## config.mk

```make
export PLATFORM = sky130hd
export DESIGN_NAME = dcb277_alu_seg7
export DESIGN_NICKNAME = d
export VERILOG_FILES = /design/src/rtl/dcb277_alu_seg7.sv
export SDC_FILE = /design/constraint.sdc
export NUM_CORES = 1
export LEC_CHECK = 0
export ABC_AREA = 1
export BUFFER_PORTS_ARGS = -buffer_cell sky130_fd_sc_hd__buf_2
export CAP_MARGIN = 40
export CORE_MARGIN = 2
export CORE_UTILIZATION = 56
export CTS_CLUSTER_SIZE = 28
export DETAILED_ROUTE_END_ITERATION = 8
export GPL_TIMING_DRIVEN = 0
export PLACE_DENSITY = 0.86
export SYNTH_ARGS = -nofsm -noshare
export SYNTH_HDL_FRONTEND = slang
export SYNTH_SLANG_ARGS = --single-unit
```

## constraint.sdc

```tcl
create_clock -name clk -period 1.6 [get_ports clk]
set_input_delay 0.08 -clock clk [delete_from_list [all_inputs] [get_ports clk]]
set_output_delay 0.08 -clock clk [all_outputs]
set_load 0.005 [all_outputs]
```

## src/rtl/dcb277_alu_seg7.sv

```systemverilog
// dcb277_alu_seg7
// 4-bit registered ALU with a hexadecimal 7-segment display of the result,
// wrapped in the standard user-project pin interface.
//
// Ports:
//   clk      system clock, rising edge active
//   rst_n    asynchronous active-low reset
//   ena      clock enable; the result and flag registers hold while low
//   ui_in    [3:0] = operand A, [7:4] = operand B
//   uio_in   [3:0] = function code, [7:4] ignored
//   uo_out   [6:0] = segments g..a of the result (active high), [7] = C flag
//   uio_out  [3:0] = 0, [4] = C, [5] = Z, [6] = N, [7] = V
//   uio_oe   constant 8'hF0 (high nibble driven as outputs)
module dcb277_alu_seg7 #(
  parameter int WIDTH = 4  // fixed at 4; the pin map depends on it
) (
  input  logic       clk,
  input  logic       rst_n,
  input  logic       ena,
  input  logic [7:0] ui_in,
  input  logic [7:0] uio_in,
  output logic [7:0] uo_out,
  output logic [7:0] uio_out,
  output logic [7:0] uio_oe
);

  typedef enum logic [3:0] {
    FN_ADD  = 4'b0000,
    FN_SUB  = 4'b0001,
    FN_AND  = 4'b0100,
    FN_OR   = 4'b0101,
    FN_XOR  = 4'b0110,
    FN_SLL  = 4'b1000,
    FN_SRL  = 4'b1001,
    FN_SRA  = 4'b1010,
    FN_PASS = 4'b1111
  } func_e;

  logic [WIDTH-1:0] a, b;
  logic [3:0]       func;

  assign a    = ui_in[3:0];
  assign b    = ui_in[7:4];
  assign func = uio_in[3:0];

  // High nibble of uio_in has no function.
  logic unused_ok;
  assign unused_ok = &{1'b0, uio_in[7:4]};

  logic [WIDTH-1:0] y_d, y_q;
  logic             c_d, c_q;
  logic             z_d, z_q;
  logic             n_d, n_q;
  logic             v_d, v_q;

  // Shared adder: subtraction reuses it as A + ~B + 1.
  logic [WIDTH-1:0] b_eff;
  logic             cin;
  logic [WIDTH:0]   sum;
  logic             big_shift;

  always_comb begin
    // NOTE: every signal gets a default first so no path through the case
    // leaves it unassigned, which would otherwise infer a latch.
    y_d       = '0;
    c_d       = 1'b0;
    v_d       = 1'b0;
    b_eff     = (func == FN_SUB) ? ~b : b;
    cin       = (func == FN_SUB);
    sum       = {1'b0, a} + {1'b0, b_eff} + {{WIDTH{1'b0}}, cin};
    big_shift = (b >= 4'd4);

    unique case (func)
      FN_ADD, FN_SUB: begin
        y_d = sum[WIDTH-1:0];
        // For subtraction the carry out is the inverted borrow.
        c_d = sum[WIDTH];
        // Overflow: operands of equal sign produce a result of the other sign.
        v_d = (a[WIDTH-1] == b_eff[WIDTH-1]) && (sum[WIDTH-1] != a[WIDTH-1]);
      end
      FN_AND:  y_d = a & b;
      FN_OR:   y_d = a | b;
      FN_XOR:  y_d = a ^ b;
      FN_SLL:  y_d = big_shift ? '0 : (a << b[1:0]);
      FN_SRL:  y_d = big_shift ? '0 : (a >> b[1:0]);
      FN_SRA:  y_d = big_shift ? {WIDTH{a[WIDTH-1]}}
                               : $unsigned($signed(a) >>> b[1:0]);
      FN_PASS: y_d = a;
      default: y_d = '0;
    endcase

    z_d = (y_d == '0);
    n_d = y_d[WIDTH-1];
  end

  // NOTE: sequential state uses non-blocking assignments so every register
  // samples the pre-edge values, independent of statement order.
  always_ff @(posedge clk or negedge rst_n) begin
    if (!rst_n) begin
      y_q <= '0;
      c_q <= 1'b0;
      z_q <= 1'b0;
      n_q <= 1'b0;
      v_q <= 1'b0;
    end else if (ena) begin
      y_q <= y_d;
      c_q <= c_d;
      z_q <= z_d;
      n_q <= n_d;
      v_q <= v_d;
    end
  end

  // Hex digit to segments g..a, active high.
  logic [6:0] seg;

  always_comb begin
    seg = 7'h00;
    unique case (y_q)
      4'h0: seg = 7'h3F;
      4'h1: seg = 7'h06;
      4'h2: seg = 7'h5B;
      4'h3: seg = 7'h4F;
      4'h4: seg = 7'h66;
      4'h5: seg = 7'h6D;
      4'h6: seg = 7'h7D;
      4'h7: seg = 7'h07;
      4'h8: seg = 7'h7F;
      4'h9: seg = 7'h6F;
      4'hA: seg = 7'h77;
      4'hB: seg = 7'h7C;
      4'hC: seg = 7'h39;
      4'hD: seg = 7'h5E;
      4'hE: seg = 7'h79;
      4'hF: seg = 7'h71;
      default: seg = 7'h00;
    endcase
  end

  assign uo_out  = {c_q, seg};
  assign uio_out = {v_q, n_q, z_q, c_q, 4'b0000};
  assign uio_oe  = 8'hF0;

endmodule

```

; Yosys cells after proc, flatten, opt, wreduce, memory -nomap -nowiden
; Memory sizes are Yosys's and may differ from the RTL's.
; Index checks and enable logic that the tools add are counted.
; Widths: inputs -> output; s select.
[totals]
inputBits = 19
register_bits = 8
out_inout_bits = 24
elab_cells = 37
n_memories = 1
romBits = 112
[op_classes]
n_shift = 3
reduce_logical = 4
bitwise_logic = 4
n_eq_ne = 10
n_addsub = 2
order_cmp = 1
mux = 7
[mem_list]
columns = memory, words, width, rd, rd_clocked_by_memory_dff, wr, line_no
row1 = (no name shown), 16, 7, 1, 0, 0, 119  ; unique case (y_q)
[op_table]
columns = cell, count
row1 = $pmux 4 s8, 1
row2 = $eq 4x4->1 const B, 4
row3 = $mux 4, 4
row4 = $eq 4x3->1 const B, 3
row5 = $logic_not 4->1, 2
row6 = $add 4x4->5, 1
row7 = $add 5x1->5, 1
row8 = $and 4x4->4, 1
row9 = $eq 4x1->1 const B, 1
row10 = $ge 4x3->1 const B, 1
row11 = $not 4->4, 1
row12 = $or 4x4->4, 1
row13 = $shl 4x2->4, 1
row14 = $shr 4x2->4, 1
row15 = $sshr 4x2->4, 1
row16 = $xor 4x4->4, 1
row17 = $mux 1, 2
row18 = $reduce_or 2->1, 1
row19 = $eq 1x1->1, 1
row20 = $logic_and 1x1->1, 1
row21 = $ne 1x1->1, 1

; Logic depth before layout (Yosys ltp)
[depth]
ltp_word = 7
mapped_depth = 14
ltp_nobuf = 14

; Least setup slack after synthesis
; No wires, ideal clock.
[synth_timing]
kind = input to register
from = input uio_in[2]
to = register z_q
cell_stages = 11
arrival_ns = 1.476
slack_ns = 0.006
n_path_buf = 0
t_required_ns = 1.483
cell_sequence = nor2_1 > nand2_2 > xor2_1 > fa_1 > xnor2_1 > o21ai_0 > nor2_1 > nand3_1 > nor2_1 > nand3_1 > nand2_1
[synth_via]
elab_chain_cells = 6
[synth_rtl]
columns = element, line_no
row1 = start: declaration, 21  ; input logic [7:0] uio_in,
row2 = $eq 4x1->1, "68, 69, 73"
row3 = $mux 4, 68  ; b_eff = (func == FN_SUB) ? ~b : b;
row4 = $add 4x4->5, 70  ; sum = {1'b0, a} + {1'b0, b_eff} + {{WIDTH{1'b0}}, cin};
row5 = $add 5x1->5, 70
row6 = $pmux 4 s8 *, 73  ; unique case (func)
row7 = $logic_not 4->1 *, 92  ; z_d = (y_d == '0);
row8 = end signal: assignment, 108  ; z_q <= z_d;
row9 = end: declaration, 52  ; logic z_d, z_q;
; Every way passes the cells marked *; elsewhere a longest branch is shown, timed or not.
; A chain may end at the register's enable or synchronous reset.

; Final worst setup path
; Same ends and word-level chain as after synthesis.

==> results by group <==
Run status
  – Outcome: complete, but fails checks
  – Failing checks: negative setup slack

Critical path
  – Crit path capture type: flip-flop
  – CP required: approximately 1800 ps
  – Worst path cell trace: buf_6 > nor2_4 > nand2_4 > xor2_4 > fa_2 > xnor2_2 > o21ai_1 > nor2_1 > nand3_1 > nor2_1 > nand3_1 > nand2_1
  – Critical path class: in -> reg
  – Largest stage delay on the critical path: 400 ps
  – Critical path fanouts, max: 5
  – Critical path launch point type: primary input
  – CP bufs+invs: 1
  – Slowest-stage cell, CP: fa_2
  – CP arrival: about 1800 ps
  – Crit path max-delay family: simple AND/OR/NAND/NOR gates

Global route
  – Initial antenna violation count: 0
  – First-pass GRT wire length: approximately 5600 um
  – Vias in the first global route: ~1300
  – Total GRT Usage: 0.266
  – Grt ovf: 0
  – Largest net degree at the start of global routing: 10

Detailed routing
  – DR vias: approximately 1600
  – Initial drt markers: 58
  – Vias per inst: just over 5
  – Wire length per cell: around 12 um
  – Antenna-violating nets left: 0
  – DR pass1 iterations: 6
  – Final WL: between 3000 and 4000 um
  – Remaining DRCs: 0

Worst hold path
  – Classification of the worst-slack hold path: in -> reg

Place
  – Placed Cells: roughly 300
  – Hpwl dp: between 2000 and 3000 um
  – # port buffers: 26
  – DP Worst Slack: -383 ps
  – GP Congestion: a little under 1

Finish
  – Share of layout cells above drive strength 1: 0.287
  – Final design utilization: 0.757
  – Non-filler cells, final: between 300 and 400
  – NumNets Final: roughly 330
  – Ant. Diodes: 0
  – Area Overhead vs Synth: 31.3%

Timing
  – Hold Fails Final Rpt: 0
  – Hold slack: between 100 and 150 ps
  – Final Cycle Share: 1.01
  – RSZ-0062 raised after global routing: true
  – Slew margin rel.: 0.660
  – Post-route setup slack: -13.0 ps
  – Clk_skew: 0 ps
  – Min cycle time layout: 1610 ps
  – Least-Margin Pin Slew: between 500 and 600 ps
  – Final setup fails: 1
  – Final count of pins violating max slew: 0
  – Fmax: about 620 MHz

Logic synthesis
  – Synth Area in Adders: 0.184
  – Post-synth EDFFs: 0
  – Largest cells by area after synthesis: nand2_1 (18%), ha_1 (17%), dfrtp_1 (13%)
  – Ys async rst share: 1.00
  – Synth Register Bits: 7
  – Proportion of synthesized area in mux cells: 0
  – Synth Area in Simple Gates: 0.365
  – Mapped Area: 1400 um2
  – Most common cell in the netlist: nand2_1
  – Main synth FF type: dfrtp_1
  – Cell taking the most area after synthesis: nand2_1
  – Top-area cell type share of the netlist area: 0.182
  – Post-synthesis compound-gate area fraction: 0.112
  – Main combinational cell family by area after synthesis: simple AND/OR/NAND/NOR gates
  – Ys Warns: 0
  – Syn avg cell area: around 6 um2
  – Gate Count Post-Synth: 233
  – Number of library cell types mapped by synthesis: 28
  – Post-synthesis xor/xnor area fraction: 0.0312
  – Sequential share of the synthesized area: 0.125
  – Commonest cells post-synth: nand2_1 (68), inv_1 (29), nand3_1 (22), nor2_1 (22), ha_1 (19)

Clocking
  – CTS Sinks: 7
  – Max Root-Sink Buffers: 2
  – Worst-path clk slew: 50 ps
  – CTS tree: built
  – Cts bufs inserted: 3
  – CTS H-Tree Depth: 1
  – Clock root cell: clkbuf_4
  – Worst skew pair latency: between 200 and 300 ps

Pwr
  – Total power: 0.933 mW
  – Max IR drop VDD: roughly 0.00042 V
  – Pwr/cell area: about 500 nW/um2
  – P_leak: between 1 and 1.5 nW

Die
  – Die Y: between 50 and 60 um
  – Initial core utilization: 0.576
  – Ports: 43
  – Die width: 54.0 um
  – Die Footprint: 2920 um2
  – Core area: approximately 2400 um2
  – Row cnt: 18

Run
  – Max cap viols: 0
per-layer routing:
| layer | track usage | wire length [um] | up-vias |
|---|---|---|---|
| met5 | 0 | 0 | - |
| met2 | 0.488 | 1930 | 88 |
| met3 | 0.0333 | 261 | 11 |
| li1 | - | - | 816 |
| met4 | 0.0958 | 67 | 0 |
| met1 | 0.312 | 1520 | 705 |
final cells by class:
class	count	area, um2
well taps	30	37.5
repair buffers	39	265
flip-flops and latches	7	175
fillers	198	592
inverters	31	123
plain buffers	18	133
multi-input cells	187	1080
clock buffers	4	26.3
timing repair:
item / CTS / global route
buffers inserted: 6 / 6
resized for setup: 17 / 21
endpoints found under the hold margin: 7 / 0
hold buffers: 1 / 0
pin swaps: 10 / 14
setup endpoints to repair: 5 / 6
placed cells by master, fill, tap and decap left out, types with 2 or more instances in the layout:
master	instances
nor2_4	2
a21oi_2	2
inv_1	22
dfrtp_1	7
inv_2	7
conb_1	12
buf_4	29
ha_1	17
o21ai_0	9
o21ai_1	7
nand2_1	67
a31oi_1	2
buf_8	2
buf_2	22
nor3_1	2
nand3_1	22
xor2_1	3
nor2_1	21
clkbuf_4	4
nand2_2	2
buf_6	2
a21oi_1	5
cell families after synthesis:
| logic type | count (synthesis) |
|---|---|
| other cells | 2 |
| simple gates | 121 |
| flops | 7 |
| fa+ha+maj | 20 |
| buf+inv | 49 |
| xor+xnor | 5 |
| compound gates | 29 |
through the flow:
step           area [um2]  TNS (ps)
5_1_grt              1840      -189
4_1_cts              1740     -12.0
3_3_place_gp         1610     -1090
2_1_floorplan        1440         0
6_report             1840     -13.0
3_5_place_dp         1610     -1280
sequential cells by signal (all words and copies together), names as in the netlist:
register and count:
y_q 4, z_q 1, c_q 1, v_q 1
power by group:
part,switching [mW],internal (mW),leakage (nW)
clock network,0.0663,0.0952,0.0150
logic,0.301,0.248,0.942
registers,0.0254,0.197,0.0916
total,0.393,0.540,1.05
path summary, 6_finish.rpt:
kind	start	end	slack (ps)	depth (start not counted)
min in group asynchronous	rst_n	c_q$_DFFE_PN0P_	180	2
max reg2reg	y_q[2]$_DFFE_PN0P_	y_q[2]$_DFFE_PN0P_	770	2
min	ena	y_q[1]$_DFFE_PN0P_	130	2
max in group asynchronous	rst_n	y_q[1]$_DFFE_PN0P_	1270	2
min reg2reg	v_q$_DFFE_PN0P_	v_q$_DFFE_PN0P_	480	2
max	uio_in[2]	z_q$_DFFE_PN0P_	-10	12
No activity file was read; power rests on OpenSTA's default activity.
